**src/rtl/timestamp_inserter_if.sv**
```systemverilog
// AXI-stream bundle for the timestamp inserter datapath.
//   tvalid/tready : handshake
//   tdata         : DATA_W payload bits
//   tkeep         : one bit per tdata byte (tkeep[n] covers tdata[8n+7:8n])
//   tlast         : last beat of a packet
//   tuser         : USER_W sideband, carried through untouched
// master drives the payload and samples tready; slave is the opposite side.
interface timestamp_inserter_if #(
   parameter int DATA_W = 512,
   parameter int USER_W = 16
) ();
   logic                  tvalid;
   logic                  tready;
   logic [DATA_W-1:0]     tdata;
   logic [DATA_W/8-1:0]   tkeep;
   logic                  tlast;
   logic [USER_W-1:0]     tuser;

   modport master (output tvalid, tdata, tkeep, tlast, tuser, input tready);
   modport slave  (input tvalid, tdata, tkeep, tlast, tuser, output tready);
endinterface

```
**src/rtl/timestamp_inserter.sv**
```systemverilog
// Inline AXI-stream register slice that stamps {nb_sync, curr_tick} into the
// first free timestamp slot (after the Ethernet/VLAN header) of the first beat
// of packets flagged by i_mark.
//
// Ports:
//   aclk, aresetn   : clock, asynchronous active-low reset
//   s_axis          : upstream stream (slave modport)
//   m_axis          : downstream stream (master modport), one register stage
//   i_enable        : global inject enable
//   i_mark          : mark current packet; only looked at on a first-beat handshake
//   i_sync_pulse    : increments o_nb_sync
//   o_nb_sync       : 32-bit sync counter
//   o_curr_tick     : 64-bit free-running tick counter
//   o_injected      : a stamp was loaded into the output register
//   o_no_slot       : marked first beat loaded without a free slot
//
// Build option TIMESTAMP_INSERTER_STATS_EN adds o_inject_cnt / o_noslot_cnt,
// 32-bit saturating event counters.
module timestamp_inserter #(
   parameter int          DATA_W       = 512,
   parameter int          HDR_BYTES    = 18,
   parameter int          SLOT_W       = 96,
   parameter logic [31:0] EMPTY_MARKER = 32'hDEADBEEF,
   parameter int          USER_W       = 16
) (
   input  logic                 aclk,
   input  logic                 aresetn,
   timestamp_inserter_if.slave  s_axis,
   timestamp_inserter_if.master m_axis,
   input  logic                 i_enable,
   input  logic                 i_mark,
   input  logic                 i_sync_pulse,
   output logic [31:0]          o_nb_sync,
   output logic [63:0]          o_curr_tick,
   output logic                 o_injected,
   output logic                 o_no_slot
`ifdef TIMESTAMP_INSERTER_STATS_EN
   ,
   output logic [31:0]          o_inject_cnt,
   output logic [31:0]          o_noslot_cnt
`endif
);

   localparam int NUM_SLOTS = (DATA_W - 8*HDR_BYTES) / SLOT_W;
   localparam int SLOT_TOP  = DATA_W - 1 - 8*HDR_BYTES;

   logic [NUM_SLOTS-1:0] slot_free;
   logic [NUM_SLOTS-1:0] first_free;
   logic                 found;
   logic [DATA_W-1:0]    stamped;
   logic                 load;
   logic                 do_mark;
   logic                 sof;

   logic                 m_valid;
   logic [DATA_W-1:0]    m_data;
   logic [DATA_W/8-1:0]  m_keep;
   logic                 m_last;
   logic [USER_W-1:0]    m_user;

   // A slot is usable only if it carries the empty marker and all its bytes are valid.
   for (genvar k = 0; k < NUM_SLOTS; k++) begin : g_slot
      localparam int TOP = SLOT_TOP - k*SLOT_W;
      localparam int LO  = TOP - SLOT_W + 1;
      assign slot_free[k] = (s_axis.tdata[TOP -: 32] == EMPTY_MARKER) &&
                            (&s_axis.tkeep[LO/8 +: SLOT_W/8]);
   end

   // Isolate the lowest set bit: lowest-index free slot wins.
   assign first_free = slot_free & (~slot_free + NUM_SLOTS'(1));
   assign found      = |slot_free;

   always_comb begin
      stamped = s_axis.tdata;
      for (int k = 0; k < NUM_SLOTS; k++) begin
         if (first_free[k]) begin
            stamped[SLOT_TOP - k*SLOT_W -: 32]              = o_nb_sync;
            stamped[SLOT_TOP - k*SLOT_W - SLOT_W + 1 +: 64] = o_curr_tick;
         end
      end
   end

   // Output register can take a new beat when empty or being drained this cycle.
   assign load           = !m_valid || m_axis.tready;
   assign s_axis.tready  = load;
   assign do_mark        = s_axis.tvalid && sof && i_enable && i_mark;

   always_ff @(posedge aclk or negedge aresetn) begin
      if (!aresetn) begin
         m_valid     <= 1'b0;
         m_data      <= '0;
         m_keep      <= '0;
         m_last      <= 1'b0;
         m_user      <= '0;
         o_injected  <= 1'b0;
         o_no_slot   <= 1'b0;
         sof         <= 1'b1;
         o_nb_sync   <= '0;
         o_curr_tick <= '0;
      end else begin
         o_curr_tick <= o_curr_tick + 64'd1;
         if (i_sync_pulse) o_nb_sync <= o_nb_sync + 32'd1;
         // Pulses are tied to the output register contents, so they hold during a stall.
         if (load) begin
            m_valid    <= s_axis.tvalid;
            o_injected <= do_mark && found;
            o_no_slot  <= do_mark && !found;
            if (s_axis.tvalid) begin
               m_data <= (do_mark && found) ? stamped : s_axis.tdata;
               m_keep <= s_axis.tkeep;
               m_last <= s_axis.tlast;
               m_user <= s_axis.tuser;
               sof    <= s_axis.tlast;
            end
         end
      end
   end

   assign m_axis.tvalid = m_valid;
   assign m_axis.tdata  = m_data;
   assign m_axis.tkeep  = m_keep;
   assign m_axis.tlast  = m_last;
   assign m_axis.tuser  = m_user;

`ifdef TIMESTAMP_INSERTER_STATS_EN
   // Count events at the load, not cycles the pulse is held through a stall.
   always_ff @(posedge aclk or negedge aresetn) begin
      if (!aresetn) begin
         o_inject_cnt <= '0;
         o_noslot_cnt <= '0;
      end else if (load && do_mark) begin
         if (found && o_inject_cnt != 32'hFFFF_FFFF)
            o_inject_cnt <= o_inject_cnt + 32'd1;
         if (!found && o_noslot_cnt != 32'hFFFF_FFFF)
            o_noslot_cnt <= o_noslot_cnt + 32'd1;
      end
   end
`endif

endmodule

```
**src/flat_wrapper.sv**
```systemverilog
// flat-port wrapper written by rule: the top's interface ports become plain ports
module timestamp_inserter_flat 
#(
   parameter int          DATA_W       = 512,
   parameter int          HDR_BYTES    = 18,
   parameter int          SLOT_W       = 96,
   parameter logic [31:0] EMPTY_MARKER = 32'hDEADBEEF,
   parameter int          USER_W       = 16
)
  (aclk, aresetn, i_enable, i_mark, i_sync_pulse, o_nb_sync, o_curr_tick, o_injected, o_no_slot, s_axis_tvalid, s_axis_tdata, s_axis_tkeep, s_axis_tlast, s_axis_tuser, s_axis_tready, m_axis_tvalid, m_axis_tdata, m_axis_tkeep, m_axis_tlast, m_axis_tuser, m_axis_tready);
  timestamp_inserter_if #(.DATA_W(DATA_W), .USER_W(USER_W)) s_axis_i ();
  timestamp_inserter_if #(.DATA_W(DATA_W), .USER_W(USER_W)) m_axis_i ();
  input  logic aclk;
  input  logic aresetn;
  input  logic i_enable;
  input  logic i_mark;
  input  logic i_sync_pulse;
  output logic [31:0] o_nb_sync;
  output logic [63:0] o_curr_tick;
  output logic o_injected;
  output logic o_no_slot;
  input wire logic [$bits(s_axis_i.tvalid)-1:0] s_axis_tvalid;
  input wire logic [$bits(s_axis_i.tdata)-1:0] s_axis_tdata;
  input wire logic [$bits(s_axis_i.tkeep)-1:0] s_axis_tkeep;
  input wire logic [$bits(s_axis_i.tlast)-1:0] s_axis_tlast;
  input wire logic [$bits(s_axis_i.tuser)-1:0] s_axis_tuser;
  output wire logic [$bits(s_axis_i.tready)-1:0] s_axis_tready;
  output wire logic [$bits(m_axis_i.tvalid)-1:0] m_axis_tvalid;
  output wire logic [$bits(m_axis_i.tdata)-1:0] m_axis_tdata;
  output wire logic [$bits(m_axis_i.tkeep)-1:0] m_axis_tkeep;
  output wire logic [$bits(m_axis_i.tlast)-1:0] m_axis_tlast;
  output wire logic [$bits(m_axis_i.tuser)-1:0] m_axis_tuser;
  input wire logic [$bits(m_axis_i.tready)-1:0] m_axis_tready;
  assign s_axis_i.tvalid = s_axis_tvalid;
  assign s_axis_i.tdata = s_axis_tdata;
  assign s_axis_i.tkeep = s_axis_tkeep;
  assign s_axis_i.tlast = s_axis_tlast;
  assign s_axis_i.tuser = s_axis_tuser;
  assign s_axis_tready = s_axis_i.tready;
  assign m_axis_tvalid = m_axis_i.tvalid;
  assign m_axis_tdata = m_axis_i.tdata;
  assign m_axis_tkeep = m_axis_i.tkeep;
  assign m_axis_tlast = m_axis_i.tlast;
  assign m_axis_tuser = m_axis_i.tuser;
  assign m_axis_i.tready = m_axis_tready;
  timestamp_inserter #(.DATA_W(DATA_W), .HDR_BYTES(HDR_BYTES), .SLOT_W(SLOT_W), .EMPTY_MARKER(EMPTY_MARKER), .USER_W(USER_W)) u_core (.aclk(aclk), .aresetn(aresetn), .s_axis(s_axis_i), .m_axis(m_axis_i), .i_enable(i_enable), .i_mark(i_mark), .i_sync_pulse(i_sync_pulse), .o_nb_sync(o_nb_sync), .o_curr_tick(o_curr_tick), .o_injected(o_injected), .o_no_slot(o_no_slot));
endmodule
```
**config.mk**
```make
export PLATFORM = sky130hd
export DESIGN_NAME = timestamp_inserter_flat
export DESIGN_NICKNAME = d
export VERILOG_FILES = /design/src/rtl/timestamp_inserter_if.sv /design/src/rtl/timestamp_inserter.sv /design/src/flat_wrapper.sv
export SDC_FILE = /design/constraint.sdc
export NUM_CORES = 1
export LEC_CHECK = 0
export BUFFER_PORTS_ARGS = -buffer_cell sky130_fd_sc_hd__buf_2
export CAP_MARGIN = 0
export CORE_AREA = 10 10 502 504
export DETAILED_ROUTE_END_ITERATION = 16
export DIE_AREA = 0 0 512 514
export PLACE_DENSITY = 0.3
export SLEW_MARGIN = 15
export SYNTH_ARGS = -nofsm -noshare
export SYNTH_HDL_FRONTEND = slang
export SYNTH_SLANG_ARGS = --single-unit
```
**constraint.sdc**
```tcl
create_clock -name aclk -period 2.4 [get_ports aclk]
set_input_delay 0.48 -clock aclk [delete_from_list [all_inputs] [get_ports aclk]]
set_output_delay 0.48 -clock aclk [all_outputs]
set_load 0.02 [all_outputs]
```
# == After elaboration in Yosys (flattened, before gate mapping) ==
# Index checks and enable logic that the tools add are counted.
# op_classes
addsub,3
eq_ne,3
muxes,4
n_bitwise,2
reduce_logical,16
# ops
op,count
$mux 368,1
$mux 96,3
$eq 32x32->1 const B,3
$add 64x1->64 const B,1
$reduce_and 12->1,3
$add 32x1->32 const B,1
$logic_and 1x1->1,8
$add 3x1->3 const B,1
$and 3x3->3,1
$not 3->3,1
$reduce_or 3->1,1
$logic_not 1->1,2
$reduce_and 2->1,1
$logic_or 1x1->1,1
# word_totals
register_bits,693
in_bits,600
out_inout_bits,693
wordCells,38

# == Depth between registers and ports, before layout ==
# logic_depth
depth_word,7
mapped_depth,9
ltp_nobuf,6

# == Worst setup path after synthesis ==
# Ideal clock, no wire load.
# synth_path
path_kind,input to register
startpoint,in s_axis_tdata[353]
endpoint,"reg u_core.m_data[324], in the netlist u_core.m_axis.tdata[324]"
setup_ps,132
arrival_ps,2301
required_time_ps,2268
setup_slack_ps,-33
path_stages,8
path_buffers,3
cell_sequence,nand4bb_1 -> or4_4 -> or4_1 -> buf_2 -> buf_6 -> buf_6 -> mux2i_1 -> o21ai_1
# synth_between
elab_chain_len,7
elab_cells_between_ends,9
classes_between,1 x add/sub; 1 x eq/ne; 2 x mux; 2 x bitwise; 3 x reduce/logical
# synth_rtl
item,line,text
from (decl),flat_wrapper.sv:23,input wire logic [$bits(s_axis_i.tdata)-1:0] s_axis_tdata;
$eq 32x32->1 (*),timestamp_inserter.sv:65,assign slot_free[k] = (s_axis.tdata[TOP -: 32] == EMPTY_MARKER) &&
$logic_and 1x1->1 (*),timestamp_inserter.sv:65,
$not 3->3,timestamp_inserter.sv:70,assign first_free = slot_free & (~slot_free + NUM_SLOTS'(1));
$add 3x1->3,timestamp_inserter.sv:70,
$and 3x3->3,timestamp_inserter.sv:70,
$mux 96,timestamp_inserter.sv:76,if (first_free[k]) begin
$mux 368 (*),timestamp_inserter.sv:109,m_data <= (do_mark && found) ? stamped : s_axis.tdata;
to (signal assigned),timestamp_inserter.sv:109,
to (decl),timestamp_inserter.sv:56,logic [DATA_W-1:0] m_data;
# Mark *: on every way between the ends. The rest lies on a longest branch, timed or not.
# A chain may end at the register's enable or synchronous reset.

# == Final worst setup path ==
# layout_path
startpoint,in s_axis_tkeep[36]
endpoint,"reg u_core.m_data[190], in the netlist u_core.m_axis.tdata[190]"
# layout_between
elab_chain_len,7
elab_cells_between_ends,9
classes_between,1 x add/sub; 2 x mux; 2 x bitwise; 4 x reduce/logical
# layout_rtl
item,line,text
from (decl),flat_wrapper.sv:24,input wire logic [$bits(s_axis_i.tkeep)-1:0] s_axis_tkeep;
$reduce_and 12->1 (*),timestamp_inserter.sv:66,(&s_axis.tkeep[LO/8 +: SLOT_W/8]);
$logic_and 1x1->1 (*),timestamp_inserter.sv:65,
$not 3->3,timestamp_inserter.sv:70,
$add 3x1->3,timestamp_inserter.sv:70,
$and 3x3->3,timestamp_inserter.sv:70,
$mux 96,timestamp_inserter.sv:76,
$mux 368 (*),timestamp_inserter.sv:109,
# Marked as above.

==> flow_summary.toml <==
[run_status]
run_status = "finished with violations"
violations = "negative setup slack"

[timing]
finalCriticalPeriod_ns = 2.40
setup_violations = 1
skew_ns = 0.0611
hold_viol = 0
tightest_slew_ns = 0.656
fin_crit_sh = 1.00
max_clock_freq_ghz = 0.416
timing.final.ws_setup_ns = -0.00451
fin_tns_setup_ns = -0.00451
maxSlewViolCount = 0
hold_slack_ns = 0.0840
slew_headroom = 0.559

[floorplan]
die_w_um = 512
core.rowCount = 181
die_h_um = 514
die_area_um2 = 263000
io_pins = 1293
coreArea_um2 = 242000
start_util = 0.123

[critical_path]
path_cells = "buf_2 > nand4_1 > buf_4 > or4_4 > buf_4 > o31ai_4 > buf_6 > buf_16 > buf_8 > o21ai_0 > a21oi_1"
slowest_delay_ns = 0.49
crit_type = "primary input to flip-flop"
end_kind = "flip-flop"
cp_common_cell = "buf_4"
crit_fanout = 8
required_ns = 3.04
critPathLaunchType = "primary input"
cp_data_arrival_time_ns = 3.04
cp_slowest_cell = "or4_4"
rrSetupSlack_ns = 0.18

[synth]
syn_area_um2 = 29700
synth.largest_area_cell = "dfrtp_1"
synthFlopType = "dfrtp_1"
yosysWarnings = 0
synth.area.top_cells = "dfrtp_1 (58%), nand2_1 (14%), o21ai_0 (3.7%)"
syn_nets = 3834
ys_seq_area_frac = 0.584
syn_avg_cell_area_um2 = 9.18
async_flop_share = 1.00
synth.distinct_cells = 42
ys_ff_latch = 693
synthCells = 3232
synth_top_area_frac = 0.583
synth_edf_count = 0

[route]
drcViolationCount = 0
wl_per_cell_um = 25.4
initialDrtViolationCount = 1880
drt_first_pass_iters = 5
antenna_left = 0
drt-total-wl_um = 218000
viasPerCell = 3.79
num_vias = 32573

[placed_design]
place_ws_ns = -0.718
dp_cells = 7800
port_buffers = 1292
dp_hpwl_um = 173000
placed_area_um2 = 42600
place_congestion = 0.833

[final_layout]
areaGrowthSynthToFinish_pct = 75.2
num-nets-final = 5853
layout-drive-gt1-share = 0.343
fin_area_um2 = 52000
final-instance-count-excl-fill = 8586

[run]
cap_violations = 0

[power_and_ir_drop]
power_frac_comb = 0.221
irDropWorstVdd_mv = 0.605
p_sw_mw = 12.9
sw_frac_of_total = 0.337
cell_internal_pwr_mw = 25.4
clkPwrFrac = 0.415
power_frac_seq = 0.364
p_leak_nw = 25.4
power.density_nw_per_um2 = 736

[global_routing]
grt_max_degree = 91
grt_pass1_wl_um = 293000
grt_pass1_vias = 34305
antenna_found_initial = 110
gr-total-overflow = 0
grt_use_total = 0.156

[clock_network]
cts_tree = "done"
cts_buffer_depth = 3
cts_sinks = 693
clk-insertion-delay-late_ns = 0.77
cts_buffers = 98
htree_levels = 3
clk_pin_slew_ns = 0.05
ctsRootBufferMaster = "clkbuf_16"

[min_path]
hp-class = "primary input to flip-flop"
critical path, delay by kind of cell:
family                 cells  cell delay, ns
buffers and inverters      6            1.11
AO/OA/AOI/OAI              3            0.59
AND/OR/NAND/NOR            2            0.80
logic make-up after synthesis:
kind of cell,synth area share
xor gates and xnor gates,0.0274
DFF,0.584
adders and majority gates,0.000843
and+or+nand+nor,0.209
buffers and inverters,0.0371
muxes,0.0220
AOI/OAI and AO/OA,0.119
synth_stat cells (4+ instances only):
| cell | n |
|---|---|
| a21oi_1 | 104 |
| a31oi_1 | 168 |
| a41oi_1 | 8 |
| and2_1 | 5 |
| and3_1 | 12 |
| and4_1 | 7 |
| buf_1 | 18 |
| buf_2 | 12 |
| buf_4 | 5 |
| clkbuf_1 | 222 |
| dfrtp_1 | 692 |
| inv_1 | 18 |
| mux2i_1 | 64 |
| nand2_1 | 1075 |
| nand3_1 | 23 |
| nand4_1 | 106 |
| nand4b_1 | 16 |
| nand4bb_1 | 4 |
| nor2_1 | 195 |
| nor3_1 | 24 |
| nor4_1 | 14 |
| o21ai_0 | 218 |
| o21ai_1 | 16 |
| o31ai_1 | 64 |
| o41ai_1 | 24 |
| xnor2_1 | 48 |
| xor2_1 | 45 |
flip-flops by register name, summed over array words and instances (netlist names):
name                  cells
u_core.m_axis.tdata     512
u_core.m_axis.tkeep      64
u_core.m_axis.tlast       1
u_core.m_axis.tuser      16
u_core.m_axis.tvalid      1
u_core.o_curr_tick       64
u_core.o_injected         1
u_core.o_nb_sync         32
u_core.o_no_slot          1
u_core.sof                1
layout make-up:
class	count	area (um2)
Fill cell	26931	190000
Sequential cell	693	17300
Timing Repair Buffer	2179	15600
Multi-Input combinational cell	2261	11400
Tap cell	3202	4010
Clock buffer	142	2850
Clock inverter	37	603
Antenna cell	54	135
Inverter	18	67.6
power groups by stage:
stage	Clock, mW	Sequential, mW	Combinational [mW]
after floorplan	0	15.7	1.71
after global placement	0	14.1	7.82
after detailed placement	0	14.1	7.82
after CTS	16.5	13.9	8.63
after global routing	17.0	14.1	9.15
final	15.9	13.9	8.47
worst paths after layout:
check                                                end                    start  depth (start not counted)
worst max-delay path            u_core.m_axis.tdata[190]         s_axis_tkeep[36]                         11
worst min-delay path            u_core.m_axis.tdata[287]        s_axis_tdata[287]                          3
worst max register to register    u_core.o_curr_tick[40]    u_core.o_curr_tick[0]                          8
worst min register to register   u_core.m_axis.tdata[78]  u_core.m_axis.tdata[78]                          2
max in group asynchronous        u_core.m_axis.tdata[50]                  aresetn                          4
min in group asynchronous       u_core.m_axis.tdata[339]                  aresetn                          2
metal layers:
metal / vias up / global-route usage / share of wire
met5: - / 0 / 0.0016
met2: 1301 / 0.247 / 0.45
met3: 283 / 0.0546 / 0.091
met1: 15819 / 0.194 / 0.42
li1: 15118 / - / -
met4: 52 / 0.0586 / 0.037
what timing repair did:
item / 4_1_cts / 5_1_grt
gates resized for setup: 1 / 28
cloned: 0 / 9
endpoints found under the setup margin: 1 / 145
pin swaps: 0 / 11
buffers inserted: 0 / 13
endpoints found under the hold margin: 713 / 0
hold buffers: 533 / 0
stage by stage:
step                 util  total power [mW]
CTS                 0.212              39.1
global route        0.214              40.2
finish              0.215              38.3
detailed placement  0.176              21.9
floorplan               -              17.4
global placement    0.176              21.9
placed cells by master (no fill, tap or decap), types with 16 or more instances in the layout:
master,synthesis,routed
a21oi_1,104,104
a31oi_1,168,168
buf_12,0,72
buf_2,12,1288
buf_4,5,265
clkbuf_1,222,21
clkbuf_16,0,107
clkbuf_8,0,23
dfrtp_1,692,692
diode_2,0,54
dlygate4sd3_1,0,532
inv_1,18,18
mux2i_1,64,64
nand2_1,1075,1074
nand3_1,23,21
nand4_1,106,106
nand4b_1,16,16
nor2_1,195,195
nor3_1,24,23
o21ai_0,218,214
o21ai_1,16,20
o31ai_1,64,64
o41ai_1,24,20
xnor2_1,48,48
xor2_1,45,45
No activity file was read; power rests on OpenSTA's default activity.
